File: src/rtl/sequence_detector_fsm_101001.sv
// Serial detector for the bit pattern 1-0-1-0-0-1 (first bit first).
// Moore FSM with a registered one-cycle match pulse; OVERLAP selects suffix reuse.
module sequence_detector_fsm_101001 #(
  parameter bit OVERLAP = 1'b1
) (
  input  logic i_clk,
  input  logic i_resetn,
  input  logic i_data,
  output logic o_pattern_found
);

  // Each state names the longest prefix of 101001 matched so far.
  typedef enum logic [2:0] {
    S0 = 3'd0,
    S1 = 3'd1,
    S2 = 3'd2,
    S3 = 3'd3,
    S4 = 3'd4,
    S5 = 3'd5,
    SF = 3'd6
  } state_t;

  state_t state;
  state_t state_next;

  always_ff @(posedge i_clk) begin
    if (i_resetn) begin
      state <= S0;
    end else begin
      state <= state_next;
    end
  end

  always_comb begin
    state_next = S0;
    case (state)
      S0: state_next = i_data ? S1 : S0;
      S1: state_next = i_data ? S1 : S2;
      S2: state_next = i_data ? S3 : S0;
      S3: state_next = i_data ? S1 : S4;
      S4: state_next = i_data ? S3 : S5;
      S5: state_next = i_data ? SF : S0;
      SF: begin
        // With overlap, the trailing "1" and "10" of a match seed the next one.
        if (i_data) begin
          state_next = S1;
        end else begin
          state_next = OVERLAP ? S2 : S0;
        end
      end
      default: state_next = S0;
    endcase
  end

  // Pulse is registered from the next-state decode so it coincides with state == SF.
  always_ff @(posedge i_clk) begin
    if (i_resetn) begin
      o_pattern_found <= 1'b0;
    end else begin
      o_pattern_found <= (state_next == SF);
    end
  end

endmodule

File: config.mk
export PLATFORM = sky130hd
export DESIGN_NAME = sequence_detector_fsm_101001
export DESIGN_NICKNAME = d
export VERILOG_FILES = /design/src/rtl/sequence_detector_fsm_101001.sv
export SDC_FILE = /design/constraint.sdc
export NUM_CORES = 1
export LEC_CHECK = 0
export ABC_AREA = 1
export BUFFER_PORTS_ARGS = -buffer_cell sky130_fd_sc_hd__clkbuf_2
export CAP_MARGIN = 25
export CELL_PAD_IN_SITES_DETAIL_PLACEMENT = 1
export CELL_PAD_IN_SITES_GLOBAL_PLACEMENT = 2
export CORE_AREA = 8 8 45 47
export DETAILED_ROUTE_END_ITERATION = 7
export DIE_AREA = 0 0 53 55
export GPL_ROUTABILITY_DRIVEN = 0
export PLACE_DENSITY = 0.54
export SLEW_MARGIN = 20
export SYNTH_ARGS = -nofsm -noshare
export SYNTH_HDL_FRONTEND = slang
export SYNTH_SLANG_ARGS = --single-unit
File: constraint.sdc
create_clock -name i_clk -period 0.8 [get_ports i_clk]
set_input_delay 0.16 -clock i_clk [delete_from_list [all_inputs] [get_ports i_clk]]
set_output_delay 0.16 -clock i_clk [all_outputs]
set_load 0.005 [all_outputs]
[Word level (Yosys, flattened, before mapping)]
Index checks and enable logic that the tools add are counted.
Cells by class
  muxes and demuxes: 7
  magnitude comparators: 0
  bitwise operators: 0
  $mul: 0
  shift operators: 0
  divide/modulo/power cells: 0
  reductions and logical operators: 2
  $add $sub $neg: 0
  equality and inequality tests: 7
Operators with widths (count)
  3-bit one-hot mux with 6 select lines: 1
  3-bit equality test, second input constant: 4
  3-bit two-way mux: 3
  3-bit by 2-bit equality test with 1-bit output, second input constant: 2
  2-bit two-way mux: 2
  3-bit by 1-bit equality test with 1-bit output, second input constant: 1
  3-bit logical NOT: 1
  2-bit OR reduction: 1
  1-bit two-way mux: 1
Storage, ports and cells
  RAM bits: 0
  memories: 0
  bits of input ports: 3
  output and inout port bits: 1
  memory bits (read-only): 0
  latch bits: 0
  flip-flop bits (word level): 4
  word-level logic and storage cells: 18

[Longest topological paths before layout]
Gate-level depths: netlist of the first run.
  word-level depth: 4
  mapped depth: 5
  mapped depth without buffers: 5

[Least setup slack after synthesis of the first run]
OpenSTA, ideal clock, no wires.
  kind: register to register
  from: reg state[2]
  to: reg state[1]
  period minus slack after synthesis: 0.799 ns
  required time: 0.687 ns
  stages on the path, launching flop included: 6
  path buffers: 0
  setup slack: 0.001 ns
  data arrival time: 0.686 ns
  path through: dfxtp_1 > inv_1 > nand2_1 > nand2_1 > nor2_1 > nor2_1
Between the ends
  word-level cells in the longest chain between the ends: 3
Ends and longest elaborated chain
  start: declaration: line 23  | state_t state;
  start signal: assignment: line 30  | state <= state_next;
  3-bit equality test or 3-bit by 1-bit equality test with 1-bit output (tied branches): line 36  | case (state)
  2-bit OR reduction (no line)
  3-bit one-hot mux with 6 select lines *: line 36
Mark *: on every way between the ends. The rest lies on a longest branch, timed or not.
A chain may end at the register's enable or synchronous reset.

[Worst setup path after layout of the first run]
Same ends and word-level chain as after synthesis.

==> metrics.cfg, run 1 <==
[synthesis]
synthTopCellsByCount=nand2_1 (14), nor2_1 (6), inv_1 (5), dfxtp_1 (4), nand3_1 (2)
seq_area_frac_synth_pct=38.6
yosys_warnings=0
ys_types=9
synth_edf_count=0
synth_top_area_share_pct=38.6
synth_area_leaders=dfxtp_1 (39%), nand2_1 (25%), nor2_1 (11%), inv_1 (9.0%), nand3_1 (4.8%)
syn-cell-area_um2=208
postSynthAreaPerCell_um2=5.93
syn_nets=38
synth_flop_cell=dfxtp_1
async_reset_ff_share_pct=0
synth_most_common_cell=nand2_1
ys_ff_latch=4
synth_top_area_cell=dfxtp_1
synth_cells=35

[layout]
n_antenna_cell=0
finish.instance_area_um2=307
area_growth_pct=47.6
nets=48
utilization_pct=22.2
drive_gt1_share_pct=39.5

[global_route]
grt.total_usage_pct=4.86
antenna_found_initial=0
grt_pass1_wl_um=972
grt_pass1_vias=264
grt_max_degree=6
overflow=0

[power_and_ir_drop]
irDropWorstVdd_uv=594
powerDensity_nw_per_um2=1760
p_leak_nw=0.150

[clock_tree]
clkTransAtPathRegs_ns=0.04
clock_sinks=4
holdBufCountCts=0
clk_latency_ns=0.23
cts_buffers=3
cts_tree=done
clockBufferDepth=2
root_buffer=clkbuf_4
h-tree-depth=1

[sta]
layout_setup_ws_ns=-0.0397
setup_viol=2
period_minus_slack_ns=0.840
finalHoldViolCount=0
slew_viol_final=0
finClkSkew_ns=0.00496
period_share_pct=105
rsz0062_at_grt=true
worstMarginPinSlew_ns=0.160
maxSlewHeadroom_pct=89.3
fmax_ghz=1.19
hold_slack_ns=0.0973

[critical_path]
critPathCaptureType=register
start_kind=register
worstSetupPathType=register to register
worstPathRequired_ns=0.92
crit_fanout=5
arrival_ns=0.96

[routing]
ant_nets=0
vias_per_cell=3.83
drt-initial-drc-count=3
drt-total-wl_um=541
vias=226
drc=0
wl_per_cell_um=9.17
firstDrtPassIters=2

[die]
start_util_pct=15.0
rows=14
die_w_um=53
core-area_um2=1380
dieArea_um2=2920
die_height_um=55
io_pins=4

[outcome]
status=complete, but fails checks
violations=setup timing

[place]
dpl.hpwl_um=435
io_buffers=3
dpl_cell_area_um2=258

[min_path]
worstHoldPathType=input pin to register

[job]
max_cap_viol_count=0

## registers in the layout, indices dropped and copies added (netlist names)
register,cells
o_pattern_found,1
state,3
## through the flow
| step | setup WS (ns) | power, W | instances | setup TNS (ns) |
|---|---|---|---|---|
| after floorplan | 0.00104 | 0.000263 | 35 | 0 |
| after global placement | -0.0977 | 0.000286 | 56 | -0.124 |
| after detailed placement | -0.105 | 0.000287 | 56 | -0.149 |
| after CTS | -0.0380 | 0.000549 | 59 | -0.0527 |
| after global routing | -0.0915 | 0.000579 | 59 | -0.156 |
| final | -0.0397 | 0.000538 | 59 | -0.0431 |
## metal layers
layer / vias to the layer above / track usage, % / share of wire, % / wire length [um]
met5: - / 0 / 0 / 0
met4: 0 / 7.76 / 2.2 / 12
met3: 2 / 0.802 / 2.2 / 12
met2: 3 / 7.62 / 48 / 261
met1: 101 / 4.40 / 47 / 254
li1: 120 / - / - / -
## placed cells by master (no fill, tap or decap)
cell      netlist  routed
clkbuf_2        0       3
buf_6           0       2
a21oi_1         1       1
nor2_4          0       1
dfxtp_1         4       1
a21oi_2         1       1
nand3_1         2       2
nand2_2         1       3
nor2_1          6       5
clkinv_1        1       1
clkbuf_4        0       3
dfxtp_4         0       1
inv_2           0       1
inv_1           5       4
dfxtp_2         0       2
nand2_1        14      12
## power by group
part	leakage [nW]	switching (W)	total [W]	internal, W
clock network	0.0138	0.0000775	0.000245	0.000167
registers	0.0343	0.0000138	0.000222	0.000209
logic	0.101	0.0000379	0.0000707	0.0000327
## final timing paths
check / from / end / slack (ns) / cells past startpoint
worst min-delay path: i_resetn / o_pattern_found$_SDFF_PP0_ / 0.1 / 2
worst max-delay path: state[2]$_SDFF_PP0_ / state[1]$_SDFF_PP0_ / -0.04 / 5
worst min register to register: state[2]$_SDFF_PP0_ / state[0]$_SDFF_PP0_ / 0.55 / 2
worst max register to register: state[2]$_SDFF_PP0_ / state[1]$_SDFF_PP0_ / -0.04 / 5
## final cells by class
| type | instances | area, um2 |
|---|---|---|
| fill | 184 | 1080 |
| sequential | 4 | 86.3 |
| tap | 16 | 20.0 |
| multi-input combinational | 25 | 118 |
| inverter | 6 | 22.5 |
| clock buffer | 3 | 22.5 |
| timing repair buffer | 5 | 37.5 |
## what timing repair did
item                       CTS  global route
buffers inserted             0             0
resized for setup            6             5
cloned                       0             0
pin swaps                    4             5
setup endpoints to repair    3             3
## worst max-delay path: stages (launching register included)
cell	delay [ns]
dfxtp_4	0.36
buf_6	0.12
nand2_2	0.06
nand2_2	0.05
nor2_1	0.09
nor2_1	0.05
## cells by family (layout without fill, tap and decap cells)
logic type,Yosys count,in the layout,share of synthesized area (%)
simple gates,23,23,44.0
buf+inv,6,14,10.8
flops,4,4,38.6
compound gates,2,2,6.62
No activity file was read; power rests on OpenSTA's default activity.
==> inputs of run 2 (changes only) <==
CELL_PAD_IN_SITES_DETAIL_PLACEMENT = 0   (was 1)
CELL_PAD_IN_SITES_GLOBAL_PLACEMENT = 1   (was 2)
PLACE_DENSITY = 0.44   (was 0.54)
==> run 2 against run 1 <==
The run now ends clean. First-iteration DRC count is the same. Cell count shrank 3.4%. Die area is the same. Non-clock buffer count shrank 2. Utilization shrank 2.0 points. Largest power group unchanged. Highest routed layer unchanged.
==> metrics.cfg, run 2 (synthesized netlist as in run 1, its figures left out) <==
[clock_tree]
root_buffer=clkbuf_4
clk_latency_ns=0.23  ; about the same
clockBufferDepth=2  ; unchanged
h-tree-depth=1  ; unchanged
clkTransAtPathRegs_ns=0.04  ; about the same
cts_tree=done
cts_buffers=3  ; unchanged
clock_sinks=4  ; unchanged
holdBufCountCts=0  ; unchanged

[critical_path]
r2r_setup_slack_ns=0.04  ; +0.08 ns
worstSetupPathType=register to output pin
start_kind=register
cp_cell_sequence=buf_2
arrival_ns=0.63  ; -0.33 ns
worstPathRequired_ns=0.64  ; -0.28 ns
slowest_stage=dfxtp_1
critPathCaptureType=output pin
critPathMaxStageDelay_ns=0.28  ; -0.08 ns
crit_fanout=1  ; -4
path_buf_inv=1  ; unchanged
crit_family=flip-flops

[place]
dpl.hpwl_um=365  ; -16%
io_buffers=3  ; unchanged

[sta]
maxSlewHeadroom_pct=89.8  ; +0.44 points
fmax_ghz=1.26  ; +5.8%
worstMarginPinSlew_ns=0.153  ; -0.00656 ns
rsz0062_at_grt=true
finalHoldViolCount=0  ; unchanged
setup_viol=0  ; -2
finClkSkew_ns=0.00488  ; -0.0000779 ns
slew_viol_final=0  ; unchanged
setup_tns_ns=0  ; +0.0431 ns
period_minus_slack_ns=0.794  ; -0.0459 ns
period_share_pct=99.2  ; -5.7 points

[routing]
vias_per_cell=3.96  ; +3.5%
drc=0  ; unchanged
drt-initial-drc-count=3  ; unchanged
firstDrtPassIters=3  ; +1
ant_nets=0  ; unchanged
wl_per_cell_um=8.44  ; -8.0%
drt-total-wl_um=481  ; -11%
vias=226  ; unchanged

[die]
dieArea_um2=2920  ; unchanged
core-area_um2=1380  ; unchanged
io_pins=4  ; unchanged
die_height_um=55  ; unchanged
start_util_pct=15.0  ; unchanged
die_w_um=53  ; unchanged
rows=14  ; unchanged

[global_route]
grt_pass1_wl_um=828  ; -15%
grt.total_usage_pct=4.20  ; -0.66 points
grt_max_degree=7  ; +1
overflow=0  ; unchanged
grt_pass1_vias=192  ; -27%
antenna_found_initial=0  ; unchanged

[power_and_ir_drop]
powerDensity_nw_per_um2=1900  ; +8.0%
p_leak_nw=0.137  ; -8.6%
irDropWorstVdd_uv=538  ; -9.4%
total_power_w=0.000529  ; -1.7%

[layout]
final_common_cell=nand2_1
drive_gt1_share_pct=34.1  ; -5.4 points
nets=46  ; -4.2%
area_growth_pct=34.3
largest_reg_flops=3  ; unchanged
n_antenna_cell=0  ; unchanged
utilization_pct=20.2  ; -2.0 points
layout_common_cells=nand2_1 (12), nor2_1 (6), inv_1 (4), nand2_2 (3), clkbuf_4 (3)
reg.largest.list=state: 3 flops, o_pattern_found: 1 flops
largest-register=state

[min_path]
worstHoldPathType=input pin to register

[job]
max_cap_viol_count=0  ; unchanged

[outcome]
status=completed

==> run 2: changes by cell type in the layout (fill, tap and decap cells not counted), sizes merged <==
cell | previous run | this run
clkbuf | 6 | 5
buf | 2 | 1
==> run 2: power breakdown <==
part,switching (W),internal (W)
combinational,0.0000341,0.0000244
sequential,0.0000129,0.000209
clock,0.0000806,0.000168
==> run 2: worst paths after layout <==
path                                                 start                          to  cells after the start
worst max-delay path            o_pattern_found$_SDFF_PP0_             o_pattern_found                      1
worst min-delay path                              i_resetn  o_pattern_found$_SDFF_PP0_                      2
worst max register to register         state[2]$_SDFF_PP0_         state[2]$_SDFF_PP0_                      4
worst min register to register         state[2]$_SDFF_PP0_         state[0]$_SDFF_PP0_                      2
==> run 2: per-stage QoR <==
step	cell area [um2]	setup WS [ns]	hold slack, ns	std cells
2_1_floorplan	208	0.00104	0.232	35
3_3_place_gp	243	-0.0935	0.336	54
3_5_place_dp	243	-0.111	0.341	54
4_1_cts	270	-0.00659	0.0903	57
5_1_grt	279	-0.0385	0.0987	57
6_report	279	0.00619	0.0964	57
==> run 2: final cells by class <==
class	instances	area [um2]
Inverter	6	25.0
Multi-Input combinational cell	25	110
Sequential cell	4	86.3
Tap cell	16	20.0
Clock buffer	3	22.5
Timing Repair Buffer	3	15.0
Fill cell	167	1100
==> run 2: metal layers <==
metal	wire, um	share of wire [%]	vias up	track usage [%]
met5	0	0	-	0
met4	6	1.2	0	3.88
met3	27	5.6	2	3.48
met2	228	47	3	5.47
met1	219	46	106	4.08
li1	-	-	115	-
==> run 2: timing repair <==
| action | CTS | global route |
|---|---|---|
| pin swaps | 0 | 4 |
| setup endpoints to repair | 4 | 3 |
| gates resized for setup | 3 | 6 |
| setup buffers | 0 | 0 |
==> inputs of run 3 (changes only) <==
ABC_AREA = 0   (was 1)
PLACE_DENSITY = 0.39   (was 0.44)
==> run 3 against run 2 <==
The flow now finishes with violations (setup timing). Sequential share of layout area up 1.2 points. Worst hold slack improved by 0.043 ns. Cell area decreased by 0.90%.
==> metrics.cfg, run 3 <==
[outcome]
status=complete, but fails checks
violations=setup timing

[clock_tree]
cts_tree=done
root_buffer=clkbuf_4
holdBufCountCts=0  ; unchanged
clk_latency_ns=0.23  ; about the same
clkTransAtPathRegs_ns=0.04  ; about the same
h-tree-depth=1  ; unchanged
clockBufferDepth=2  ; unchanged
clock_sinks=4  ; unchanged
cts_buffers=3  ; unchanged

[sta]
setup_tns_ns=-0.174  ; -0.174 ns
period_share_pct=108  ; +8.5 points
setup_viol=4  ; +4
fmax_ghz=1.16  ; -7.9%
rsz0062_at_grt=true
finClkSkew_ns=0.00283  ; -0.00205 ns
finalHoldViolCount=0  ; unchanged
worstMarginPinSlew_ns=0.241  ; +0.0882 ns
period_minus_slack_ns=0.861  ; +0.0677 ns
slew_viol_final=0  ; unchanged
layout_setup_ws_ns=-0.0615  ; -0.0677 ns
maxSlewHeadroom_pct=83.7  ; -6.1 points

[synthesis]
synth_most_common_cell=dfxtp_1
synth_flop_cell=dfxtp_1
ys_types=12  ; +3
synth_top_area_cell=dfxtp_1
async_reset_ff_share_pct=0  ; unchanged
seq_area_frac_synth_pct=42.4  ; +3.8 points
synth_area_leaders=dfxtp_1 (42%), a211oi_1 (7.9%), nor2b_1 (6.6%), buf_6 (6.0%), nor2_1 (6.0%)
synth_top_area_share_pct=42.4  ; +3.8 points
yosys_warnings=0  ; unchanged
synth_cells=20  ; -43%
syn-cell-area_um2=189  ; -9.0%
postSynthAreaPerCell_um2=9.45  ; +59%
synth_edf_count=0  ; unchanged
synthTopCellsByCount=dfxtp_1 (4), nor2_1 (3), a211oi_1 (2), a21oi_1 (2), nor2b_1 (2)
ys_ff_latch=4  ; unchanged
syn_nets=23  ; -39%

[die]
io_pins=4  ; unchanged
dieArea_um2=2920  ; unchanged
start_util_pct=13.7  ; -1.4 points
rows=14  ; unchanged
die_w_um=53  ; unchanged
core-area_um2=1380  ; unchanged
die_height_um=55  ; unchanged

[power_and_ir_drop]
irDropWorstVdd_uv=319  ; -41%
p_int_w=0.000413  ; +2.8%
powerDensity_nw_per_um2=1910  ; +0.93%
p_leak_nw=0.106  ; -22%
p_sw_share_pct=22.0  ; -2.1 points
pwr-share-clk_pct=52.3  ; +5.4 points
switchingPower_w=0.000117  ; -8.6%
p_seq_share_pct=40.1  ; -1.9 points
power_frac_comb_pct=7.6  ; -3.5 points

[layout]
largest-register=state
area_growth_pct=46.4
nets=32  ; -30%
utilization_pct=20.0  ; -0.18 points
n_antenna_cell=0  ; unchanged
largest_reg_flops=3  ; unchanged
reg.largest.list=state: 3 flops, o_pattern_found: 1 flops
drive_gt1_share_pct=50.0  ; +16 points
layout_common_cells=nor2_1 (3), clkbuf_4 (3), clkbuf_2 (3)

[global_route]
grt_max_degree=8  ; +1
overflow=0  ; unchanged
antenna_found_initial=0  ; unchanged
grt_pass1_wl_um=703  ; -15%
grt.total_usage_pct=3.50  ; -0.71 points
grt_pass1_vias=178  ; -7.3%

[routing]
firstDrtPassIters=2  ; -1
drt-initial-drc-count=1  ; -2
vias=167  ; -26%
drt-total-wl_um=391  ; -19%
ant_nets=0  ; unchanged
vias_per_cell=3.80  ; -4.3%
drc=0  ; unchanged
wl_per_cell_um=8.89  ; +5.3%

[critical_path]
crit_family=flip-flops
critPathMaxStageDelay_ns=0.36  ; +0.08 ns
slowest_stage=dfxtp_1
r2r-start=state[2]$_SDFF_PP0_
critPathCaptureType=register
arrival_ns=1.00  ; +0.37 ns
worstSetupPathType=register to register
crit_fanout=4  ; +3
crit_start=state[2]$_SDFF_PP0_
start_kind=register
worstPathRequired_ns=0.94  ; +0.30 ns
path_buf_inv=0  ; -1
cp_cell_sequence=nor2b_2 -> nor2_1 -> a211oi_1

[place]
io_buffers=3  ; unchanged
dpl.hpwl_um=316  ; -13%

[min_path]
hp-start=i_resetn
worstHoldPathType=input pin to register

[job]
max_cap_viol_count=0  ; unchanged

run 3: changes by cell type in the layout (fill, tap and decap cells not counted), sizes merged, moves of 2 or more:
cell    change
clkbuf      +2
nor2b       +2
nand3       -2
nor2        -3
inv         -4
nand2      -15
a211oi      +2
run 3: path summary, 6_finish.rpt:
check / endpoint / slack [ns] / depth (start not counted)
worst max-delay path: state[0]$_SDFF_PP0_ / -0.06 / 3
worst min register to register: state[0]$_SDFF_PP0_ / 0.49 / 1
worst max register to register: state[0]$_SDFF_PP0_ / -0.06 / 3
worst min-delay path: state[2]$_SDFF_PP0_ / 0.14 / 2
run 3: logic make-up (layout without fill, tap and decap cells):
logic type	Yosys count	after routing	share of synthesized area (%)
flip-flops	4	4	42.4
AO/OA/AOI/OAI	5	5	17.9
AND/OR/NAND/NOR	8	8	27.2
XOR/XNOR	1	1	4.64
buffers and inverters	2	10	7.94
run 3: worst reg2reg max path, stage by stage (launching register included):
cell      delay, ns
dfxtp_1        0.36
nor2b_2        0.19
nor2_1         0.05
a211oi_1       0.16
run 3: layout make-up:
class | instances | area (um2)
fill | 164 | 1110
multi-input combinational | 14 | 108
sequential | 4 | 88.8
timing repair buffer | 5 | 30.0
clock buffer | 4 | 26.3
tap | 16 | 20.0
inverter | 1 | 3.75
run 3: power groups by stage:
stage	clock network [W]	logic (W)	registers [W]
finish	0.000277	0.0000405	0.000212
global route	0.000316	0.0000451	0.000213
CTS	0.000292	0.0000386	0.000211
detailed placement	0	0.0000385	0.000217
global placement	0	0.0000372	0.000217
floorplan	0	0.0000295	0.000214
run 3: routing by layer:
layer  part of all wire [%]  GRT usage [%]  up-vias
li1                       -              -       88
met1                     37           2.88       74
met2                     52           5.47        3
met3                     10           1.34        2
met4                    1.0           5.17        0
met5                      0              0        -
run 3: metrics by stage:
stage	area [um2]	setup slack (ns)	power, W	cells	hold slack, ns
after floorplan	199	-0.0281	0.000244	20	0.229
after global placement	238	-0.0746	0.000254	40	0.378
after detailed placement	238	-0.108	0.000255	40	0.385
after CTS	269	-0.0814	0.000542	44	0.133
after global routing	277	-0.142	0.000574	44	0.137
final	277	-0.0615	0.000529	44	0.139
run 3: timing repair:
| action | in CTS | in global routing |
|---|---|---|
| setup buffers | 0 | 0 |
| endpoints found under the setup margin | 5 | 5 |
| resized for setup | 2 | 2 |
| pin swaps | 0 | 1 |
